===== src/rtl/wb_bus_arbiter.sv =====
// Two-master Wishbone arbiter: grants one slave port per cyc-held transaction,
// routes ack/data back to the owner and ends hung accesses with a one-cycle err.
module wb_bus_arbiter #(
  parameter int RR_MODE        = 0,
  parameter int TIMEOUT_CYCLES = 255,
  parameter int TMO_W          = 8
) (
  input  logic        clk,
  input  logic        rst,
  input  logic        m0_cyc_i,
  input  logic        m0_stb_i,
  input  logic        m0_we_i,
  input  logic [3:0]  m0_sel_i,
  input  logic [31:0] m0_adr_i,
  input  logic [31:0] m0_dat_i,
  output logic [31:0] m0_dat_o,
  output logic        m0_ack_o,
  output logic        m0_err_o,
  input  logic        m1_cyc_i,
  input  logic        m1_stb_i,
  input  logic        m1_we_i,
  input  logic [3:0]  m1_sel_i,
  input  logic [31:0] m1_adr_i,
  input  logic [31:0] m1_dat_i,
  output logic [31:0] m1_dat_o,
  output logic        m1_ack_o,
  output logic        m1_err_o,
  output logic        s_cyc_o,
  output logic        s_stb_o,
  output logic        s_we_o,
  output logic [3:0]  s_sel_o,
  output logic [31:0] s_adr_o,
  output logic [31:0] s_dat_o,
  input  logic [31:0] s_dat_i,
  input  logic        s_ack_i,
  output logic [1:0]  gnt_o
);

  typedef enum logic [1:0] {
    IDLE = 2'd0,
    OWN0 = 2'd1,
    OWN1 = 2'd2
  } state_e;

  localparam bit              TMO_EN   = (TIMEOUT_CYCLES != 0);
  localparam logic [TMO_W-1:0] TMO_LAST = TMO_W'(TIMEOUT_CYCLES - 1);

  state_e           state_q, state_d;
  logic             last_q, last_d;   // 1: m1 was granted most recently
  logic [TMO_W-1:0] cnt_q, cnt_d;

  logic        owned;
  logic        own_cyc, own_stb, own_we;
  logic [3:0]  own_sel;
  logic [31:0] own_adr, own_dat;
  logic        stall;
  logic        tmo;
  logic        gate;

  always_ff @(posedge clk) begin
    if (rst) begin
      state_q <= IDLE;
      last_q  <= 1'b1;
      cnt_q   <= '0;
    end else begin
      state_q <= state_d;
      last_q  <= last_d;
      cnt_q   <= cnt_d;
    end
  end

  always_comb begin
    own_cyc = 1'b0;
    own_stb = 1'b0;
    own_we  = 1'b0;
    own_sel = '0;
    own_adr = '0;
    own_dat = '0;
    case (state_q)
      OWN0: begin
        own_cyc = m0_cyc_i;
        own_stb = m0_stb_i;
        own_we  = m0_we_i;
        own_sel = m0_sel_i;
        own_adr = m0_adr_i;
        own_dat = m0_dat_i;
      end
      OWN1: begin
        own_cyc = m1_cyc_i;
        own_stb = m1_stb_i;
        own_we  = m1_we_i;
        own_sel = m1_sel_i;
        own_adr = m1_adr_i;
        own_dat = m1_dat_i;
      end
      default: ;
    endcase
  end

  always_comb begin
    owned   = (state_q != IDLE);
    // A late ack suppresses the timeout, so the stall term already excludes it.
    stall   = TMO_EN && owned && own_stb && !s_ack_i;
    tmo     = stall && (cnt_q == TMO_LAST);

    state_d = state_q;
    if (!owned || !own_cyc) begin
      case ({m1_cyc_i, m0_cyc_i})
        2'b11:   state_d = (RR_MODE != 0 && !last_q) ? OWN1 : OWN0;
        2'b01:   state_d = OWN0;
        2'b10:   state_d = OWN1;
        default: state_d = IDLE;
      endcase
    end

    last_d = last_q;
    if (state_d != state_q) begin
      if (state_d == OWN0) last_d = 1'b0;
      if (state_d == OWN1) last_d = 1'b1;
    end

    cnt_d = '0;
    if (stall && !tmo && (state_d == state_q)) cnt_d = cnt_q + 1'b1;
  end

  // Outputs are forced quiet while rst is high so a reset cuts the slave off at once.
  always_comb begin
    gate     = !rst;
    gnt_o    = {state_q == OWN1, state_q == OWN0};
    s_cyc_o  = gate && own_cyc && !tmo;
    s_stb_o  = gate && own_stb && !tmo;
    s_we_o   = gate && own_we;
    s_sel_o  = gate ? own_sel : '0;
    s_adr_o  = gate ? own_adr : '0;
    s_dat_o  = gate ? own_dat : '0;
    m0_ack_o = gate && (state_q == OWN0) && s_ack_i;
    m1_ack_o = gate && (state_q == OWN1) && s_ack_i;
    m0_err_o = gate && (state_q == OWN0) && tmo;
    m1_err_o = gate && (state_q == OWN1) && tmo;
    m0_dat_o = (gate && state_q == OWN0) ? s_dat_i : '0;
    m1_dat_o = (gate && state_q == OWN1) ? s_dat_i : '0;
  end

endmodule


===== config.mk =====
export PLATFORM = sky130hd
export DESIGN_NAME = wb_bus_arbiter
export DESIGN_NICKNAME = d
export VERILOG_FILES = /design/src/rtl/wb_bus_arbiter.sv
export SDC_FILE = /design/constraint.sdc
export NUM_CORES = 1
export LEC_CHECK = 0
export CAP_MARGIN = 20
export CORE_AREA = 2 2 125 127
export CTS_CLUSTER_SIZE = 20
export DETAILED_ROUTE_END_ITERATION = 8
export DIE_AREA = 0 0 127 129
export DONT_BUFFER_PORTS = 1
export MAX_ROUTING_LAYER = met4
export PLACE_DENSITY = 0.3
export SLEW_MARGIN = 20
export SYNTH_ARGS = -nofsm -noshare
export SYNTH_HDL_FRONTEND = slang
export SYNTH_SLANG_ARGS = --single-unit

===== constraint.sdc =====
create_clock -name clk -period 2.4 [get_ports clk]
set_clock_uncertainty 0.2 [all_clocks]
set_input_delay 0.24 -clock clk [delete_from_list [all_inputs] [get_ports clk]]
set_output_delay 0.24 -clock clk [all_outputs]
set_load 0.005 [all_outputs]

# == After elaboration in Yosys (flattened, before gate mapping) ==
# Index checks and enable logic that the tools add are counted.
# totals
romBits,0
ramBits,0
wordCells,49
regBits,10
n_memories,0
latchBits,0
# op_classes
n_lt_le_gt_ge,0
div_mod_pow,0
n_reduce_logical,25
eq_ne,7
shift,0
add_sub_neg,1
muxes,13
n_mul,0
n_bitwise,1
# op_table
cell,count
$mux 32,4
$pmux 32 s2,2
$logic_and 1x1->1,16
$add 8x1->8 const B,1
$eq 8x8->1 const B,1
$pmux 4 s2,1
$eq 2x2->1 const B,3
$pmux 1 s2,3
$logic_not 1->1,5
$eq 2x1->1 const B,2
$mux 4,1
$pmux 2 s2,1
$reduce_or 2->1,2
$eq 2x2->1,1
$mux 2,1
$reduce_bool 2->1,1
$logic_or 1x1->1,1
$not 1->1,1

# == Logic depth before layout (Yosys ltp) ==
# Gate-level depths: netlist of the first run.
# logic_depth
depth_word,10
depth_mapped,6

# == Worst setup path after synthesis of the first run ==
# No wires, ideal clock.
# synth_timing
kind,reg-to-output
from,register state_q[0]
to,output m0_err_o
t_arrival_ps,1727
stages_incl_launch_ff,6
n_path_buf,0
required_ps,1960
path_slack_ps,233
cell_sequence,dfxtp_1 inv_1 ha_1 or3b_1 or4_4 nor3b_1
# synth_via
elab_chain_len,6
elab_cells_between_ends,9
# synth_lines
item,line,text
from (decl),48,"state_e state_q, state_d;"
from (signal assigned),66,state_q <= state_d;
$eq 2x2->1 or $eq 2x1->1 (tied branches),"79, 138",
$pmux 1 s2,79,case (state_q)
$logic_and 1x1->1 (2 in series),103,stall = TMO_EN && owned && own_stb && !s_ack_i;
$logic_and 1x1->1,104,tmo = stall && (cnt_q == TMO_LAST);
$logic_and 1x1->1 *,138,m0_err_o = gate && (state_q == OWN0) && tmo;
to (decl),18,"output logic m0_err_o,"
# Every way passes the cells marked *; elsewhere a longest branch is shown, timed or not.

# == Worst setup path in the final report of the first run ==
# layout_timing
from,register state_q[1]
to,output m1_err_o
# layout_via
elab_chain_len,6
elab_cells_between_ends,9
# layout_lines
item,line,text
$eq 2x2->1 or $eq 2x1->1 (tied branches),"79, 139",
$pmux 1 s2,79,
$logic_and 1x1->1 (2 in series),103,
$logic_and 1x1->1,104,
$logic_and 1x1->1 *,139,m1_err_o = gate && (state_q == OWN1) && tmo;
to (decl),27,"output logic m1_err_o,"
# Marks and branches as above.

==> results of run 1 <==
cell families (layout without fill, tap and decap cells):
logic type | Yosys count | count (layout) | synth area share
buf+inv | 34 | 22 | 0.0668
compound gates | 90 | 90 | 0.347
fa+ha+maj | 5 | 5 | 0.0321
xor+xnor | 3 | 3 | 0.0135
flops | 10 | 10 | 0.103
simple gates | 161 | 161 | 0.437
flip-flops by register name (all words and copies together), names as in the netlist:
name / flops
cnt_q: 8
state_q: 2
worst paths after layout:
kind | endpoint | slack, ns | depth (start not counted)
setup / recovery | m1_err_o | -0.01 | 6
hold / removal | cnt_q[0]$_SDFF_PP0_ | 0.29 | 1
setup reg to reg | state_q[0]$_SDFF_PP0_ | 0.12 | 7
hold reg to reg | cnt_q[0]$_SDFF_PP0_ | 0.29 | 1
critical path, stage by stage, from the launching register on:
cell and delay (ns):
dfxtp_2 0.33, inv_2 0.06, ha_4 0.26, or3b_1 0.33, or4_4 0.46, nor3b_2 0.17, buf_4 0.13
routing by layer:
metal	GRT usage	wire length, um
met5	-	0
met4	0.0116	34
met3	0.0154	754
met2	0.155	4510
met1	0.115	3680
area by class of cell:
cell class | instances | area [um^2]
Fill cell | 1712 | 12600
Multi-Input combinational cell | 259 | 1650
Tap cell | 188 | 235
Sequential cell | 10 | 203
Timing Repair Buffer | 14 | 151
Clock buffer | 4 | 88.8
Inverter | 4 | 15.0
power groups by stage:
stage	sequential [W]	clock [W]	combinational [W]
2_1_floorplan	0.000173	0	0.000158
3_3_place_gp	0.000173	0	0.000199
3_5_place_dp	0.000173	0	0.000202
4_1_cts	0.000170	0.000341	0.000210
5_1_grt	0.000170	0.000348	0.000232
6_report	0.000170	0.000335	0.000213
cells in the mapped netlist (2+ instances only):
| cell | count |
|---|---|
| o21ai_0 | 3 |
| ha_1 | 5 |
| and2_1 | 67 |
| dfxtp_1 | 10 |
| inv_1 | 4 |
| buf_2 | 2 |
| a211oi_1 | 5 |
| a22oi_1 | 69 |
| nand2_1 | 2 |
| a221oi_1 | 3 |
| a21oi_1 | 2 |
| nor3b_1 | 2 |
| a22o_1 | 2 |
| nor2b_1 | 3 |
| buf_1 | 7 |
| nor2_1 | 69 |
| or3_1 | 3 |
| clkbuf_1 | 21 |
| xor2_1 | 2 |
| nand3_1 | 6 |
through the flow:
step	TNS, ns	setup WS, ns	total power (W)
CTS	-0.0862	-0.0467	0.000721
global placement	0	0.0922	0.000372
finish	-0.0250	-0.0138	0.000718
global route	-0.188	-0.0874	0.000749
floorplan	0	0.233	0.000331
detailed placement	0	0.0707	0.000374
repair_timing:
item                                   CTS  global route
cloned                                   0             0
resized for setup                        8             3
endpoints found under the hold margin    2             0
setup endpoints to repair                4             7
hold buffers                             2             0
pin swaps                                1             1
buffers inserted                         2             1
==> results.py, run 1 <==
metrics = {
    "cts": {
        "clockRootBuffer": "clkbuf_16",
        "cts_tree": "done",
        "numCtsBuffers": 3,
        "h-tree-depth": 1,
        "clockBufferDepth": 2,
        "path_clk_slew_ns": 0.04,
        "cts.sinks": 10,
        "clock_latency_ns": 0.24,
    },
    "routing": {
        "route.detailed.drc": 0,
        "ant_nets": 0,
        "via_per_inst": 4.95,
        "drtIter0Drc": 181,
        "drtPass1Iterations": 4,
        "wire_per_inst_um": 18.7,
        "totalWireLength_mm": 8.97,
        "routed-via-count": 2373,
    },
    "die": {
        "die-area_um2": 16400,
        "coreArea_um2": 15000,
        "die_w_um": 127,
        "start_util": 0.130,
        "boundaryPins": 318,
        "core.rowCount": 45,
        "fp.dieH_um": 129,
    },
    "job": {
        "drv_cap": 0,
    },
    "logic_synthesis": {
        "netlist.area_leader.share": 0.266,
        "synth_largest_area_cell": "a22oi_1",
        "yosysUniqueCellTypes": 36,
        "ys_seq_area_frac": 0.103,
        "synth_seq_cells": 10,
        "synth-main-ff-cell": "dfxtp_1",
        "syn_avg_cell_area_um2": 6.43,
        "synth_warnings": 0,
        "netlist_instances": 303,
        "synth_nets": 485,
        "syn_area_um2": 1950,
        "synth_edf_count": 0,
        "synthArstFlopShare": 0,
        "synthTopCellsByArea": "a22oi_1 (27%), and2_1 (22%), nor2_1 (13%)",
    },
    "placed_design": {
        "port_buffers": 0,
        "placed_cell_area_um2": 2180,
        "place_congestion": 0.754,
        "dp.cells": 470,
        "dp_hpwl_mm": 7.40,
    },
    "global_routing": {
        "grt_usage": 0.0905,
        "grt_pass1_wl_mm": 11.0,
        "grt_start_max_net_pins": 76,
        "overflow": 0,
        "grt_pass1_vias": 1805,
        "antenna_found_initial": 0,
    },
    "cells_and_area": {
        "drive_above_1_share": 0.120,
        "final_area_um2": 2350,
        "antenna_cells": 0,
        "stdcell_count": 479,
        "post-route-util": 0.157,
        "final_cell_mix": "a22oi_1 (69), nor2_1 (69), and2_1 (67), dfxtp_1 (8), buf_4 (8)",
        "nets": 474,
        "area_growth_pct": 20.4,
    },
    "worst_hold_path": {
        "hold_start": "cnt_q[0]$_SDFF_PP0_",
        "hold_class": "register to register",
    },
    "power_and_ir_drop": {
        "pwr-share-clk": 0.467,
        "max-vdd-ir-drop_uv": 224,
        "sw_frac_of_total": 0.295,
        "powerDensity_nw_per_um2": 306,
        "power_switching_w": 0.000212,
        "p_int_w": 0.000506,
        "p_leak_nw": 0.698,
        "seq_power_share": 0.237,
        "p_comb_frac": 0.296,
    },
    "sta": {
        "grt_setup_unrepaired": "yes",
        "period_share": 1.01,
        "hold_ws_ns": 0.289,
        "final.min_clock_period_ns": 2.41,
        "setup_viol": 2,
        "tightest_slew_ns": 0.750,
        "drv_slew": 0,
        "fmax_mhz": 414,
        "setup_slack_ns": -0.0138,
        "relSlewSlack": 0.498,
        "finalHoldViolations": 0,
    },
    "outcome": {
        "status": "finished, violations left",
        "violations": "negative setup slack",
    },
    "critical_path": {
        "cp-start-kind": "register",
        "cp_max_fo": 4,
        "worst_ep_required_time_ns": 1.96,
        "critPathArrivalTime_ns": 1.97,
        "critPathLaunch": "state_q[1]$_SDFF_PP0_",
        "cp-end-kind": "primary output",
        "crit_type": "register to primary output",
        "rr_startpoint": "state_q[1]$_SDFF_PP0_",
    },
}
Note: power is estimated with default switching activity, not from simulation.
==> run 2, diff against run 1 <==
--- a/config.mk
+++ b/config.mk
@@ -5,11 +5,12 @@
 export SDC_FILE = /design/constraint.sdc
 export NUM_CORES = 1
 export LEC_CHECK = 0
+export ABC_AREA = 1
 export CAP_MARGIN = 20
-export CORE_AREA = 2 2 125 127
+export CORE_AREA = 2 2 124 126
 export CTS_CLUSTER_SIZE = 20
 export DETAILED_ROUTE_END_ITERATION = 8
-export DIE_AREA = 0 0 127 129
+export DIE_AREA = 0 0 126 128
 export DONT_BUFFER_PORTS = 1
 export MAX_ROUTING_LAYER = met4
 export PLACE_DENSITY = 0.3
==> run 2 against run 1 <==
Compared with the run above:
- the run now ends clean
- routed wire length is 6.4% higher
- register-to-register slack better by 0.08 ns
- critical path depth is 1 lower
- final cell count is 26% higher
- hold slack worse by 0.25 ns
- global-route usage is 1.1 points higher
- clock-buffer cell count stayed put
- non-clock buffer count is 8 higher
- synthesized cell count is 38% higher
- sequential power hardly changed
- via count is 12% higher
- first-iteration DRC count is 45% lower
- critical path type unchanged
- largest cell class unchanged
- highest routed layer unchanged
==> results.py, run 2 <==
metrics = {
    "outcome": {
        "status": "finished clean",
    },
    "cts": {
        "h-tree-depth": 1,
        "numCtsBuffers": 3,
        "cts_tree": "done",
        "post-cts-setup-buffer-count": 0,
        "clockBufferDepth": 2,
        "path_clk_slew_ns": 0.04,
        "clock_latency_ns": 0.24,
        "clockRootBuffer": "clkbuf_16",
        "cts.sinks": 10,
    },
    "routing": {
        "wire_per_inst_um": 15.8,
        "route.detailed.drc": 0,
        "via_per_inst": 4.40,
        "ant_nets": 0,
        "routed-via-count": 2656,
        "drtIter0Drc": 100,
        "totalWireLength_mm": 9.54,
        "drtPass1Iterations": 4,
    },
    "cells_and_area": {
        "final_cell_mix": "nand2_1 (154), nor2_1 (77), a21oi_1 (68), inv_1 (39), buf_4 (17)",
        "top_register": "cnt_q",
        "drive_above_1_share": 0.118,
        "fillCellCount": 1754,
        "final_area_um2": 2470,
        "area_growth_pct": 21.1,
        "antenna_cells": 0,
        "post-route-util": 0.166,
        "largest_reg_flops": 8,
        "layout_commonest_cell": "nand2_1",
        "nets": 599,
        "reg.largest.list": "cnt_q x8, state_q x2",
    },
    "logic_synthesis": {
        "netlist_instances": 419,
        "syn_area_um2": 2040,
        "yosys.area_share.simple": 0.533,
        "yosys.area_share.adder": 0.0307,
        "synth_warnings": 0,
        "yosysUniqueCellTypes": 21,
        "netlist.area_leader.share": 0.285,
        "yosys-mux-area-fraction": 0,
        "synth_largest_area_cell": "nand2_1",
        "synth_nets": 601,
        "yosys.area_share.xor_xnor": 0.0215,
        "syn_avg_cell_area_um2": 4.86,
        "synthArstFlopShare": 0,
        "synth_seq_cells": 10,
        "synth_top_family_by_area": "simple AND/OR/NAND/NOR gates",
        "synth.most_common_cell": "nand2_1",
        "synthTopCellsByArea": "nand2_1 (29%), a21oi_1 (17%), nor2_1 (14%)",
        "ys_seq_area_frac": 0.0982,
        "synth_edf_count": 0,
        "synth_compound_area_frac": 0.177,
        "synth-main-ff-cell": "dfxtp_1",
        "synth_common_cells": "nand2_1 (155), nor2_1 (77), a21oi_1 (69)",
    },
    "power_and_ir_drop": {
        "seq_power_share": 0.233,
        "p_leak_nw": 0.905,
        "max-vdd-ir-drop_uv": 181,
        "p_int_w": 0.000489,
        "power_switching_w": 0.000246,
        "pwr-share-clk": 0.446,
        "sw_frac_of_total": 0.335,
        "p_comb_frac": 0.321,
        "powerDensity_nw_per_um2": 298,
    },
    "global_routing": {
        "grt_start_max_net_pins": 51,
        "grt_pass1_vias": 2162,
        "grt_pass1_wl_mm": 12.2,
        "antenna_found_initial": 0,
        "overflow": 0,
        "grt_usage": 0.102,
    },
    "critical_path": {
        "crit_path_top_delay_cell": "ha_1",
        "worst_ep_required_time_ns": 1.96,
        "reg2reg_to": "state_q[0]$_SDFF_PP0_",
        "crit_type": "register to primary output",
        "critPathLaunch": "state_q[1]$_SDFF_PP0_",
        "cp-end-kind": "primary output",
        "path_cells": "inv_1 -> ha_1 -> nand2_2 -> buf_12 -> a21oi_1",
        "rr_worst_depth": 8,
        "cp_max_fo": 50,
        "rrSetupSlack_ns": 0.20,
        "critPathArrivalTime_ns": 1.84,
        "critPathMaxStageDelay_ns": 0.42,
        "rr_startpoint": "state_q[0]$_SDFF_PP0_",
        "crit_end": "s_dat_o[16]",
        "cp-start-kind": "register",
    },
    "placed_design": {
        "place_congestion": 0.757,
        "dp_hpwl_mm": 8.15,
        "port_buffers": 0,
        "placed_cell_area_um2": 2340,
    },
    "sta": {
        "tightest_slew_ns": 0.344,
        "fmax_mhz": 439,
        "finalHoldViolations": 0,
        "setup_viol": 0,
        "relSlewSlack": 0.770,
        "final.min_clock_period_ns": 2.28,
        "drv_slew": 0,
        "period_share": 0.949,
    },
    "die": {
        "start_util": 0.137,
        "die-area_um2": 16100,
        "core.rowCount": 45,
        "die_w_um": 126,
        "boundaryPins": 318,
        "fp.dieH_um": 128,
        "coreArea_um2": 14900,
    },
    "job": {
        "drv_cap": 0,
    },
    "worst_hold_path": {
        "hold_class": "input port to register",
    },
}
run 2: cell count changes after synthesis, moves of 4 or more:
| cell | previous run | this run |
|---|---|---|
| buf_2 | 2 | 6 |
| nand2_1 | 2 | 155 |
| a22oi_1 | 69 | 0 |
| nor3_2 | 0 | 8 |
| buf_1 | 7 | 0 |
| and2_1 | 67 | 0 |
| a21oi_1 | 2 | 69 |
| inv_1 | 4 | 40 |
| nor2_1 | 69 | 77 |
| nand3_2 | 0 | 4 |
run 2: power groups by stage:
stage          sequential, W  clock [W]  combinational, W
2_1_floorplan       0.000173          0          0.000171
3_3_place_gp        0.000174          0          0.000232
3_5_place_dp        0.000174          0          0.000234
4_1_cts             0.000171   0.000338          0.000239
5_1_grt             0.000172   0.000344          0.000263
6_report            0.000171   0.000328          0.000236
run 2: per-layer routing:
layer	global-route usage	part of all wire	wire, um
met5	-	0	0
met3	0.00918	0.076	727
met4	0.0304	0.017	163
met2	0.194	0.53	5070
met1	0.112	0.37	3580
run 2: area by class of cell:
type / count / area, um^2 / area share
Timing Repair Buffer: 22 / 208 / 0.0842
Sequential cell: 10 / 200 / 0.0811
Multi-Input combinational cell: 337 / 1570 / 0.638
Tap cell: 188 / 235 / 0.0953
Clock buffer: 4 / 88.8 / 0.0360
Inverter: 43 / 161 / 0.0654
run 2: worst min path at each step:
stage               depth (start not counted)                     to      from
floorplan                                   1  state_q[0]$_SDFF_PP0_       rst
global placement                            1  state_q[0]$_SDFF_PP0_       rst
detailed placement                          1  state_q[0]$_SDFF_PP0_       rst
CTS                                         2  state_q[1]$_SDFF_PP0_  m1_cyc_i
global route                                2  state_q[1]$_SDFF_PP0_  m1_cyc_i
finish                                      2  state_q[1]$_SDFF_PP0_  m1_cyc_i
run 2: kinds of logic after synthesis:
kind of cell	after synthesis
flops	10
compound gates	71
xor+xnor	5
fa+ha+maj	5
simple gates	256
buf+inv	72
run 2: what timing repair did:
action	4_1_cts	5_1_grt
hold buffers	2	0
endpoints found under the hold margin	2	0
setup endpoints to repair	0	3
resized for setup	0	3
run 2: worst max-delay path, delay by kind of cell (launching register included):
family          cells  cell delay, ns
compound gates      1            0.31
fa+ha+maj           1            0.42
buf+inv             2            0.32
flops               1            0.41
simple gates        1            0.13
run 2: metrics by stage:
step	setup TNS [ns]	setup WS [ns]	hold slack (ns)	power [W]	instances
finish	0	0.121	0.0414	0.000736	604
global route	-0.00171	-0.00171	0.0624	0.000780	604
CTS	0	0.0722	0.0358	0.000748	604
detailed placement	0	0.365	0.126	0.000408	598
global placement	0	0.370	0.125	0.000406	598
floorplan	0	0.519	0.118	0.000344	419
==> run 3, diff against run 2 <==
--- a/config.mk
+++ b/config.mk
@@ -13,7 +13,6 @@
 export DIE_AREA = 0 0 126 128
 export DONT_BUFFER_PORTS = 1
 export MAX_ROUTING_LAYER = met4
-export PLACE_DENSITY = 0.3
 export SLEW_MARGIN = 20
 export SYNTH_ARGS = -nofsm -noshare
 export SYNTH_HDL_FRONTEND = slang
==> constraint.sdc (replaced) <==
create_clock -name clk -period 2.2 [get_ports clk]
set_clock_uncertainty 0.2 [all_clocks]
set_input_delay 0.22 -clock clk [delete_from_list [all_inputs] [get_ports clk]]
set_output_delay 0.22 -clock clk [all_outputs]
set_load 0.005 [all_outputs]
==> run 3 against run 2 <==
Compared with the run above:
- first-iteration DRC count is 60% higher
- non-clock buffer count is 2 higher
- setup slack worse by 0.056 ns
- critical endpoint is now s_dat_o[18]
- largest power group unchanged
- clock power is 6.4% lower
- largest cell class unchanged
==> results.py, run 3 (synthesis gave the netlist of run 2 again) <==
metrics = {
    "cts": {
        "h-tree-depth": 1,
        "clockRootBuffer": "clkbuf_16",
        "path_clk_slew_ns": 0.04,
        "cts.sinks": 10,
        "numCtsBuffers": 3,
        "cts_tree": "done",
        "clockBufferDepth": 2,
        "post-cts-setup-buffer-count": 0,
        "clock_latency_ns": 0.23,
    },
    "cells_and_area": {
        "layout_commonest_cell": "nand2_1",
        "reg.largest.list": "cnt_q x8, state_q x2",
        "area_growth_pct": 25.6,
        "drive_above_1_share": 0.141,
        "final_area_um2": 2560,
        "final_cell_mix": "nand2_1 (154), nor2_1 (76), a21oi_1 (63), inv_1 (39), buf_4 (17)",
        "largest_reg_flops": 8,
        "top_register": "cnt_q",
        "fillCellCount": 1716,
        "nets": 601,
    },
    "routing": {
        "drtIter0Drc": 160,
        "wire_per_inst_um": 16.1,
        "route.detailed.drc": 0,
        "routed-via-count": 2661,
        "drtPass1Iterations": 4,
        "totalWireLength_mm": 9.76,
        "ant_nets": 0,
        "via_per_inst": 4.39,
    },
    "sta": {
        "period_share": 0.970,
        "relSlewSlack": 0.772,
        "final.min_clock_period_ns": 2.13,
        "finalHoldViolations": 0,
        "fmax_mhz": 468,
        "tightest_slew_ns": 0.343,
        "drv_slew": 0,
        "grt_setup_unrepaired": "no",
        "setup_slack_ns": 0.0651,
        "hold_ws_ns": 0.0291,
        "setup_viol": 0,
    },
    "critical_path": {
        "critPathLaunch": "state_q[1]$_SDFF_PP0_",
        "crit_type": "register to primary output",
        "crit_end": "s_dat_o[18]",
        "critPathArrivalTime_ns": 1.71,
        "worst_ep_required_time_ns": 1.78,
        "cp-start-kind": "register",
        "cp_max_fo": 46,
        "reg2reg_to": "cnt_q[7]$_SDFF_PP0_",
        "rr_worst_depth": 9,
        "rr_startpoint": "state_q[1]$_SDFF_PP0_",
        "rrSetupSlack_ns": 0.32,
        "cp-end-kind": "primary output",
    },
    "die": {
        "coreArea_um2": 14900,
        "boundaryPins": 318,
        "fp.dieH_um": 128,
        "die_w_um": 126,
        "core.rowCount": 45,
        "die-area_um2": 16100,
        "start_util": 0.137,
    },
    "placed_design": {
        "place_ws_ns": 0.0415,
        "port_buffers": 0,
        "place_congestion": 0.758,
        "dp_hpwl_mm": 8.22,
        "placed_cell_area_um2": 2370,
    },
    "global_routing": {
        "grt_pass1_vias": 2058,
        "grt_start_max_net_pins": 47,
        "antenna_found_initial": 1,
        "grt_pass1_wl_mm": 12.1,
        "grt_usage": 0.104,
        "overflow": 0,
    },
    "job": {
        "drv_cap": 0,
    },
    "outcome": {
        "status": "finished clean",
    },
    "power_and_ir_drop": {
        "power_w": 0.000776,
        "max-vdd-ir-drop_uv": 164,
        "powerDensity_nw_per_um2": 303,
        "p_leak_nw": 0.919,
    },
    "worst_hold_path": {
        "hold_class": "input port to register",
    },
}
==> run 3: cell count changes in the layout (fill, tap and decap cells not counted), sizes merged <==
cell and change:
buf +2, diode +1, clkbuf -1
==> run 3: worst min path at each step <==
stage          slack, ns               endpoint  startpoint  depth (start not counted)
6_report            0.03  state_q[1]$_SDFF_PP0_    m1_cyc_i                          2
5_1_grt             0.05  state_q[1]$_SDFF_PP0_    m1_cyc_i                          2
4_1_cts             0.03  state_q[1]$_SDFF_PP0_    m1_cyc_i                          2
3_5_place_dp        0.11  state_q[0]$_SDFF_PP0_         rst                          1
3_3_place_gp        0.11  state_q[0]$_SDFF_PP0_         rst                          1
2_1_floorplan        0.1  state_q[0]$_SDFF_PP0_         rst                          1
==> run 3: worst max-delay path, stage by stage, from the launching register on <==
cell	delay [ns]
dfxtp_2	0.38
inv_1	0.13
ha_4	0.33
nand2_2	0.08
buf_12	0.18
a21oi_4	0.20
buf_4	0.15
==> run 3: routing by layer <==
layer  vias up  part of all wire  GRT usage
met5         -                 0          -
met4         0             0.031     0.0388
met3        10             0.087     0.0146
met2       205              0.48      0.178
met1      1163              0.40      0.124
li1       1283                 -          -
==> run 3: layout make-up <==
type	instances	area, um^2	area share
inverters	43	161	0.0630
diodes	1	2.50	0.000978
flip-flops and latches	10	203	0.0792
well taps	188	235	0.0919
repair buffers	24	243	0.0948
clock buffers	3	75.1	0.0293
multi-input cells	337	1640	0.641
==> run 3: repair_timing <==
item,4_1_cts,5_1_grt
hold buffers,2,0
resized for setup,9,10
pin swaps,1,0
endpoints found under the setup margin,13,18
hold endpoints to repair,2,0
==> run 3: stage by stage <==
stage	setup TNS [ns]	utilization	cells
global route	0	0.172	606
global placement	0	0.160	600
floorplan	0	-	419
finish	0	0.172	606
CTS	-0.0210	0.169	605
detailed placement	0	0.160	600
==> run 3: power by group <==
group	internal [W]	total [W]	switching [W]
Combinational	0.0000860	0.000281	0.000195
Sequential	0.000185	0.000189	0.00000381
Clock	0.000234	0.000307	0.0000727
